**src/rtl/writeback_stage_pkg.sv**
```systemverilog
// Shared types and constants for the writeback stage: payload layout, CSR map, FSM states.
package writeback_stage_pkg;

   typedef enum logic [1:0] {CSR_NONE, CSR_RW, CSR_RS, CSR_RC} csr_op_e;

   typedef enum logic {WB_RUN, WB_TRAP} wb_state_e;

   localparam logic [11:0] CSR_MSTATUS   = 12'h300;
   localparam logic [11:0] CSR_MTVEC     = 12'h305;
   localparam logic [11:0] CSR_MSCRATCH  = 12'h340;
   localparam logic [11:0] CSR_MEPC      = 12'h341;
   localparam logic [11:0] CSR_MCAUSE    = 12'h342;
   localparam logic [11:0] CSR_MCYCLE    = 12'hB00;
   localparam logic [11:0] CSR_MINSTRET  = 12'hB02;
   localparam logic [11:0] CSR_MCYCLEH   = 12'hB80;
   localparam logic [11:0] CSR_MINSTRETH = 12'hB82;

   localparam int unsigned MSTATUS_MIE_BIT  = 3;
   localparam int unsigned MSTATUS_MPIE_BIT = 7;

   typedef struct packed {
      logic        valid;
      logic [31:0] pc;
      logic        illegal;
      logic        writeback_enable;
      logic [4:0]  rd;
      logic [31:0] data;
      csr_op_e     csr_op;
      logic        csr_write_intent;
      logic [31:0] old_csr_value;
      logic [11:0] csr_addr;
   } mem_wb_payload_t;

   // Bits software can actually store at each address; unmapped addresses store nothing.
   function automatic logic [31:0] csr_wmask(logic [11:0] addr);
      logic [31:0] m;
      m = '0;
      case (addr)
         CSR_MSTATUS: begin
            m[MSTATUS_MIE_BIT]  = 1'b1;
            m[MSTATUS_MPIE_BIT] = 1'b1;
         end
         CSR_MTVEC, CSR_MEPC: m = 32'hFFFF_FFFC;
         CSR_MSCRATCH, CSR_MCAUSE, CSR_MCYCLE, CSR_MCYCLEH,
         CSR_MINSTRET, CSR_MINSTRETH: m = 32'hFFFF_FFFF;
         default: m = '0;
      endcase
      return m;
   endfunction

endpackage

```
**src/rtl/writeback_stage_if.sv**
```systemverilog
// Memory-to-writeback link: registered payload and stall forward, flush back upstream.
interface writeback_stage_if;
   import writeback_stage_pkg::*;

   mem_wb_payload_t payload;
   logic            stall;
   logic            flush;

   modport master (output payload, output stall, input flush);
   modport slave  (input payload, input stall, output flush);

endinterface

```
**src/rtl/writeback_stage_csr_file.sv**
```systemverilog
// Machine CSR storage, 64-bit cycle/instret counters, read mux with same-cycle write bypass.
module writeback_stage_csr_file
   import writeback_stage_pkg::*;
#(
   parameter logic [31:0] MTVEC_RESET = 32'h0000_0100
) (
   input  logic        clock_i,
   input  logic        reset_ni,
   input  logic        write_enable_i,
   input  logic [11:0] write_address_i,
   input  logic [31:0] write_data_i,
   input  logic        instret_inc_i,
   input  logic        trap_i,
   input  logic [31:0] trap_epc_i,
   input  logic [31:0] trap_cause_i,
   input  logic [11:0] read_address_i,
   output logic [31:0] read_data_o,
   output logic        mie_o,
   output logic [31:0] mtvec_o
);

   logic        mie_q, mie_d, mpie_q, mpie_d;
   logic [31:0] mtvec_q, mtvec_d, mscratch_q, mscratch_d;
   logic [31:0] mepc_q, mepc_d, mcause_q, mcause_d;
   logic [63:0] mcycle_q, mcycle_d, minstret_q, minstret_d;
   logic [31:0] wval, stored;

   assign wval = write_data_i & csr_wmask(write_address_i);

   always_comb begin
      mie_d      = mie_q;
      mpie_d     = mpie_q;
      mtvec_d    = mtvec_q;
      mscratch_d = mscratch_q;
      mepc_d     = mepc_q;
      mcause_d   = mcause_q;
      // Full 64-bit add keeps the lo->hi carry atomic; a written half then overrides it.
      mcycle_d   = mcycle_q + 64'd1;
      minstret_d = minstret_q + {63'd0, instret_inc_i};
      if (write_enable_i) begin
         case (write_address_i)
            CSR_MSTATUS: begin
               mie_d  = wval[MSTATUS_MIE_BIT];
               mpie_d = wval[MSTATUS_MPIE_BIT];
            end
            CSR_MTVEC:     mtvec_d            = wval;
            CSR_MSCRATCH:  mscratch_d         = wval;
            CSR_MEPC:      mepc_d             = wval;
            CSR_MCAUSE:    mcause_d           = wval;
            CSR_MCYCLE:    mcycle_d[31:0]     = wval;
            CSR_MCYCLEH:   mcycle_d[63:32]    = wval;
            CSR_MINSTRET:  minstret_d[31:0]   = wval;
            CSR_MINSTRETH: minstret_d[63:32]  = wval;
            default: ;
         endcase
      end
      // Trap entry sees the instruction's own mstatus write, then clears MIE.
      if (trap_i) begin
         mpie_d   = mie_d;
         mie_d    = 1'b0;
         mepc_d   = trap_epc_i & 32'hFFFF_FFFC;
         mcause_d = trap_cause_i;
      end
   end

   always_ff @(posedge clock_i or negedge reset_ni) begin
      if (!reset_ni) begin
         mie_q      <= 1'b0;
         mpie_q     <= 1'b0;
         mtvec_q    <= MTVEC_RESET & 32'hFFFF_FFFC;
         mscratch_q <= '0;
         mepc_q     <= '0;
         mcause_q   <= '0;
         mcycle_q   <= '0;
         minstret_q <= '0;
      end else begin
         mie_q      <= mie_d;
         mpie_q     <= mpie_d;
         mtvec_q    <= mtvec_d;
         mscratch_q <= mscratch_d;
         mepc_q     <= mepc_d;
         mcause_q   <= mcause_d;
         mcycle_q   <= mcycle_d;
         minstret_q <= minstret_d;
      end
   end

   always_comb begin
      stored = '0;
      case (read_address_i)
         CSR_MSTATUS: begin
            stored[MSTATUS_MIE_BIT]  = mie_q;
            stored[MSTATUS_MPIE_BIT] = mpie_q;
         end
         CSR_MTVEC:     stored = mtvec_q;
         CSR_MSCRATCH:  stored = mscratch_q;
         CSR_MEPC:      stored = mepc_q;
         CSR_MCAUSE:    stored = mcause_q;
         CSR_MCYCLE:    stored = mcycle_q[31:0];
         CSR_MCYCLEH:   stored = mcycle_q[63:32];
         CSR_MINSTRET:  stored = minstret_q[31:0];
         CSR_MINSTRETH: stored = minstret_q[63:32];
         default:       stored = '0;
      endcase
      read_data_o = (write_enable_i && (write_address_i == read_address_i)) ? wval : stored;
   end

   assign mie_o   = mie_q;
   assign mtvec_o = mtvec_q;

endmodule

```
**src/rtl/writeback_stage.sv**
```systemverilog
// Final pipeline stage: retires payloads into the register file, updates CSRs, takes traps.
module writeback_stage
   import writeback_stage_pkg::*;
#(
   parameter logic [31:0] MTVEC_RESET   = 32'h0000_0100,
   parameter logic [31:0] ILLEGAL_CAUSE = 32'd2,
   parameter logic [31:0] IRQ_CAUSE     = 32'h8000_000B
) (
   input  logic              clock_i,
   input  logic              reset_ni,
   writeback_stage_if.slave  mem_wb_io,
   input  logic              interrupt_i,
   output logic              reg_write_enable_o,
   output logic [4:0]        reg_write_address_o,
   output logic [31:0]       reg_write_data_o,
   input  logic [11:0]       csr_read_address_i,
   output logic [31:0]       csr_read_data_o,
   output logic              redirect_valid_o,
   output logic [31:0]       redirect_pc_o
);

   wb_state_e       state_q, state_d;
   logic            committed_q, committed_d;
   mem_wb_payload_t pl;
   logic            live, retire, irq_take, trap, csr_active, csr_we, mie;
   logic [31:0]     csr_wdata, mtvec, trap_epc, trap_cause;

   assign pl = mem_wb_io.payload;

   always_comb begin
      live       = pl.valid & ~committed_q & (state_q == WB_RUN);
      retire     = live & ~pl.illegal;
      irq_take   = retire & interrupt_i & mie;
      trap       = (live & pl.illegal) | irq_take;
      csr_active = (pl.csr_op != CSR_NONE);
      csr_we     = retire & pl.csr_write_intent & csr_active;
      trap_epc   = pl.illegal ? pl.pc : pl.pc + 32'd4;
      trap_cause = pl.illegal ? ILLEGAL_CAUSE : IRQ_CAUSE;
      case (pl.csr_op)
         CSR_RS:  csr_wdata = pl.old_csr_value | pl.data;
         CSR_RC:  csr_wdata = pl.old_csr_value & ~pl.data;
         default: csr_wdata = pl.data;
      endcase
   end

   always_comb begin
      state_d     = state_q;
      committed_d = committed_q;
      case (state_q)
         WB_RUN:  if (trap) state_d = WB_TRAP;
         WB_TRAP: state_d = WB_RUN;
         default: state_d = WB_RUN;
      endcase
      // A payload held under stall must commit only once.
      if (!mem_wb_io.stall) begin
         committed_d = 1'b0;
      end else if (live) begin
         committed_d = 1'b1;
      end
   end

   always_ff @(posedge clock_i or negedge reset_ni) begin
      if (!reset_ni) begin
         state_q     <= WB_RUN;
         committed_q <= 1'b0;
      end else begin
         state_q     <= state_d;
         committed_q <= committed_d;
      end
   end

   always_comb begin
      reg_write_enable_o  = retire & pl.writeback_enable & (pl.rd != 5'd0);
      reg_write_address_o = reg_write_enable_o ? pl.rd : 5'd0;
      reg_write_data_o    = '0;
      if (reg_write_enable_o) begin
         reg_write_data_o = csr_active ? pl.old_csr_value : pl.data;
      end
      mem_wb_io.flush  = (state_q == WB_TRAP);
      redirect_valid_o = (state_q == WB_TRAP);
      redirect_pc_o    = (state_q == WB_TRAP) ? mtvec : 32'd0;
   end

   writeback_stage_csr_file #(
      .MTVEC_RESET (MTVEC_RESET)
   ) u_csr_file (
      .clock_i         (clock_i),
      .reset_ni        (reset_ni),
      .write_enable_i  (csr_we),
      .write_address_i (pl.csr_addr),
      .write_data_i    (csr_wdata),
      .instret_inc_i   (retire),
      .trap_i          (trap),
      .trap_epc_i      (trap_epc),
      .trap_cause_i    (trap_cause),
      .read_address_i  (csr_read_address_i),
      .read_data_o     (csr_read_data_o),
      .mie_o           (mie),
      .mtvec_o         (mtvec)
   );

endmodule
```
**src/flat_wrapper.sv**
```systemverilog
// flat-port wrapper written by rule: the top's interface ports become plain ports
module writeback_stage_flat import writeback_stage_pkg::*;
#(
   parameter logic [31:0] MTVEC_RESET   = 32'h0000_0100,
   parameter logic [31:0] ILLEGAL_CAUSE = 32'd2,
   parameter logic [31:0] IRQ_CAUSE     = 32'h8000_000B
)
  (clock_i, reset_ni, interrupt_i, reg_write_enable_o, reg_write_address_o, reg_write_data_o, csr_read_address_i, csr_read_data_o, redirect_valid_o, redirect_pc_o, mem_wb_io_payload, mem_wb_io_stall, mem_wb_io_flush);
  writeback_stage_if mem_wb_io_i ();
  input  logic clock_i;
  input  logic reset_ni;
  input  logic interrupt_i;
  output logic reg_write_enable_o;
  output logic [4:0] reg_write_address_o;
  output logic [31:0] reg_write_data_o;
  input  logic [11:0] csr_read_address_i;
  output logic [31:0] csr_read_data_o;
  output logic redirect_valid_o;
  output logic [31:0] redirect_pc_o;
  input wire logic [$bits(mem_wb_io_i.payload)-1:0] mem_wb_io_payload;
  input wire logic [$bits(mem_wb_io_i.stall)-1:0] mem_wb_io_stall;
  output wire logic [$bits(mem_wb_io_i.flush)-1:0] mem_wb_io_flush;
  assign mem_wb_io_i.payload = mem_wb_io_payload;
  assign mem_wb_io_i.stall = mem_wb_io_stall;
  assign mem_wb_io_flush = mem_wb_io_i.flush;
  writeback_stage #(.MTVEC_RESET(MTVEC_RESET), .ILLEGAL_CAUSE(ILLEGAL_CAUSE), .IRQ_CAUSE(IRQ_CAUSE)) u_core (.clock_i(clock_i), .reset_ni(reset_ni), .mem_wb_io(mem_wb_io_i), .interrupt_i(interrupt_i), .reg_write_enable_o(reg_write_enable_o), .reg_write_address_o(reg_write_address_o), .reg_write_data_o(reg_write_data_o), .csr_read_address_i(csr_read_address_i), .csr_read_data_o(csr_read_data_o), .redirect_valid_o(redirect_valid_o), .redirect_pc_o(redirect_pc_o));
endmodule
```
**config.mk**
```make
export PLATFORM = sky130hd
export DESIGN_NAME = writeback_stage_flat
export DESIGN_NICKNAME = d
export VERILOG_FILES = /design/src/rtl/writeback_stage_pkg.sv /design/src/rtl/writeback_stage_if.sv /design/src/rtl/writeback_stage_csr_file.sv /design/src/rtl/writeback_stage.sv /design/src/flat_wrapper.sv
export SDC_FILE = /design/constraint.sdc
export NUM_CORES = 1
export LEC_CHECK = 0
export CAP_MARGIN = 10
export CELL_PAD_IN_SITES_DETAIL_PLACEMENT = 0
export CELL_PAD_IN_SITES_GLOBAL_PLACEMENT = 2
export CORE_ASPECT_RATIO = 0.5
export CORE_MARGIN = 1.5
export CORE_UTILIZATION = 25
export DETAILED_ROUTE_END_ITERATION = 6
export PLACE_DENSITY = 0.63
export SLEW_MARGIN = 20
export SYNTH_ARGS = -nofsm -noshare
export SYNTH_HDL_FRONTEND = slang
export SYNTH_SLANG_ARGS = --single-unit
```
**constraint.sdc**
```tcl
create_clock -name clock_i -period 3.1 [get_ports clock_i]
set_input_delay 0.465 -clock clock_i [delete_from_list [all_inputs] [get_ports clock_i]]
set_output_delay 0.465 -clock clock_i [all_outputs]
set_load 0.02 [all_outputs]
```
==> results.toml <==
[power]
p_comb_share_pct = 16.6
powerDensity_nw_per_um2 = 366.8
ir_worst_vdd_v = 0.0004020
intPower_mw = 6.427
switching_share_pct = 28.90
p_sw_mw = 2.613
seq_power_share_pct = 41.4
p_clk_share_pct = 41.9
power.leakage_nw = 10.28

[critical_path]
regToRegEndpoint = "u_core.u_csr_file.minstret_q[51]"
cp_slowest_cell = "or4_4"
crit_chain = "clkdlybuf4s50_1 > xnor2_1 > nand4_1 > or4_4 > buf_12 > buf_6 > mux2i_1 > buf_4 > buf_6"
crit_required_ps = 2630
crit_top_cell = "buf_6"
worst_setup_path_start_kind = "input port"
rr_worst_depth = 10
cpPeakStageDelay_ps = 590
crit_family = "buffers and inverters"
endpoint_kind = "output pin"
r2r_start = "u_core.committed_q"
path_max_fanout = 9
reg2reg_slack_ps = 130
worstPathArrival_ps = 2720
crit_type = "input port to output pin"
cp_num_buf_inv = 5

[placement]
place_hpwl_um = 67020
place_congestion = 0.9129
port_buffers = 236
place_area_sq_um = 22880

[finish]
fillCellCount = 7096
final_area_sq_um = 24650
area_growth_pct = 41.98
drive_gt1_share_pct = 22.75
final_common_cell = "nand2_1"
mostFrequentLayoutCells = "nand2_1, buf_4, dfrtp_1"
nets = 2585

[detailed_routing]
vias_per_cell = 5.410
wire_per_inst_um = 25.98
drtIter0Drc = 1821
route.detailed.drc = 6
totalWireLength_um = 87770
dr.pass1.iters = 7
num_vias = 18270
ant_nets = 0

[clock_network]
cts.sinks = 260
htree_levels = 1
numCtsBuffers = 31
clock_path_buffers = 3
clock-root-buffer = "clkbuf_16"
cts_tree = "yes"
insertion_delay_ps = 590
clk_pin_slew_ps = 70

[sta]
finalMaxSlewViolations = 0
rsz0062_at_grt = "true"
min_period_over_period_pct = 102.8
clock-skew-final_ps = 11.48
setup_slack_ps = -85.26
hold_viol_final = 0
timing.fmax_ghz = 0.3139
slew_headroom_pct = 43.02
hold_ws_ps = 366.1
period_minus_slack_ps = 3185
worst_slew_pin_slew_ps = 854.7
setup_violations = 22

[logic_synthesis]
yosys.area.top_type_share_pct = 37.34
ys_types = 72
synth_top_family_by_area = "simple AND/OR/NAND/NOR gates"
async_flop_share_pct = 100.0
synthSimpleGateAreaFrac_pct = 22.39
synth_ff_type = "dfrtp_1"
synth_fa_ha_area_share_pct = 0.3460
avgSynthCellArea_sq_um = 8.641
synth_compound_area_share_pct = 18.26
syn-cell-area_sq_um = 17360
syn-num-nets = 2148
syn_inst = 2009
ys_top_cells_by_area = "dfrtp_1, a21oi_1, nand2_1"
synth_mux_area_share_pct = 11.68
ys_seq_area_share_pct = 37.49
yosysWarnings = 0
ys_ff_latch = 260
yosys.area_share.xor_xnor_pct = 5.550
synth_edf_count = 0
synth_area_leader_cell = "dfrtp_1"

[global_route]
overflow = 0
antenna_found_initial = 3
grt_pass1_wl_um = 126100
grt_use_total_pct = 24.03
grt_max_degree = 84
grt_pass1_vias = 17510

[floorplan]
initial_utilization_pct = 25.22
die_width_um = 375.7
fp.dieArea_sq_um = 71120
core-area_sq_um = 68830
die_h_um = 189.3
ios = 239
rows = 68

[run_status]
violations = "design-rule violations, negative setup slack"
outcome = "finished with violations"

[run]
cap_violations = 0

[hold_path]
hp-class = "input port to async pin"
-- state kept, by name, summed over array words and instances, names as in the netlist --
name,count
u_core.u_csr_file.mepc_q,32
u_core.u_csr_file.minstret_q,64
u_core.u_csr_file.mpie_q,1
u_core.u_csr_file.mcause_q,32
u_core.committed_q,1
u_core.u_csr_file.mtvec_o,32
u_core.u_csr_file.mcycle_q,64
u_core.u_csr_file.mie_o,1
u_core.mem_wb_io.flush,1
u_core.u_csr_file.mscratch_q,32
-- worst reg2reg max path, stage by stage (launching register included) --
cell	delay, ps
dfrtp_1	410
nor4b_4	320
buf_4	160
buf_6	110
ha_4	150
buf_4	120
nand3_1	160
or4_4	530
or4_4	550
or3_1	310
nand3_1	80
-- timing repair --
item | 4_1_cts | 5_1_grt
resized for setup | 319 | 77
setup endpoints to repair | 67 | 80
pin swaps | 1 | 20
hold endpoints to repair | 36 | 0
setup buffers | 16 | 12
cloned | 0 | 2
hold buffers | 1 | 0
-- cells in the mapped netlist, drive strengths merged (42+ instances only) --
master  number
xnor2       67
o21ai      132
nand4       54
mux2i      101
a21oi      219
clkbuf     130
nand3      117
dfrtp      259
and2        51
or4         42
xor2        43
a31oi       52
nand2      292
-- metrics by stage --
stage	std cells	setup slack [ps]	TNS (ps)	utilization, %	power (mW)
floorplan	2009	158.5	0	-	4.292
global placement	3294	-745.7	-27730	33.25	5.265
detailed placement	3294	-770.8	-30960	33.25	5.259
CTS	3363	-133.9	-1611	35.18	9.084
global route	3376	-157.4	-2118	35.80	9.396
finish	3378	-85.26	-363.0	35.81	9.039
-- power groups by stage --
stage / combinational, mW / clock (mW) / sequential, mW
after global routing: 1.62 / 4.02 / 3.76
after floorplan: 0.583 / 0 / 3.71
after global placement: 1.47 / 0 / 3.79
after CTS: 1.48 / 3.87 / 3.73
after detailed placement: 1.47 / 0 / 3.79
final: 1.50 / 3.79 / 3.75
-- how the worst max path moves through the flow --
stage / startpoint / to / slack [ps] / cells past startpoint
6_report: csr_read_address_i[4] / csr_read_data_o[11] / -90 / 9
5_1_grt: u_core.committed_q / csr_read_data_o[11] / -160 / 8
4_1_cts: u_core.mem_wb_io.flush / csr_read_data_o[11] / -130 / 8
3_5_place_dp: csr_read_address_i[8] / csr_read_data_o[28] / -770 / 10
3_3_place_gp: csr_read_address_i[8] / csr_read_data_o[28] / -750 / 10
2_1_floorplan: mem_wb_io_payload[85] / u_core.u_csr_file.minstret_q[54] / 160 / 10
-- logic make-up (layout without fill, tap and decap cells) --
kind of cell	Yosys count	after routing
other cells	0	2
flops	260	260
compound gates	540	540
mux	159	159
xor+xnor	110	110
simple gates	745	745
buf+inv	190	647
fa+ha+maj	5	5
-- area by class of cell --
cell class / count / area, sq um / area share [%]
diodes: 2 / 5.005 / 0.02031
clock buffers: 45 / 888.4 / 3.604
clock inverters: 8 / 117.6 / 0.4772
inverters: 34 / 127.6 / 0.5178
multi-input cells: 1559 / 10650 / 43.21
flip-flops and latches: 260 / 6507 / 26.40
well taps: 910 / 1139 / 4.620
repair buffers: 560 / 5213 / 21.15
-- metal layers --
metal / wire length [um] / track usage (%) / up-vias
met5: 13 / 0 / -
met2: 35800 / 33.95 / 660
met1: 43100 / 36.96 / 9201
met3: 7614 / 5.677 / 77
li1: - / - / 8334
met4: 1241 / 3.737 / 2
Note: power is estimated with default switching activity, not from simulation.
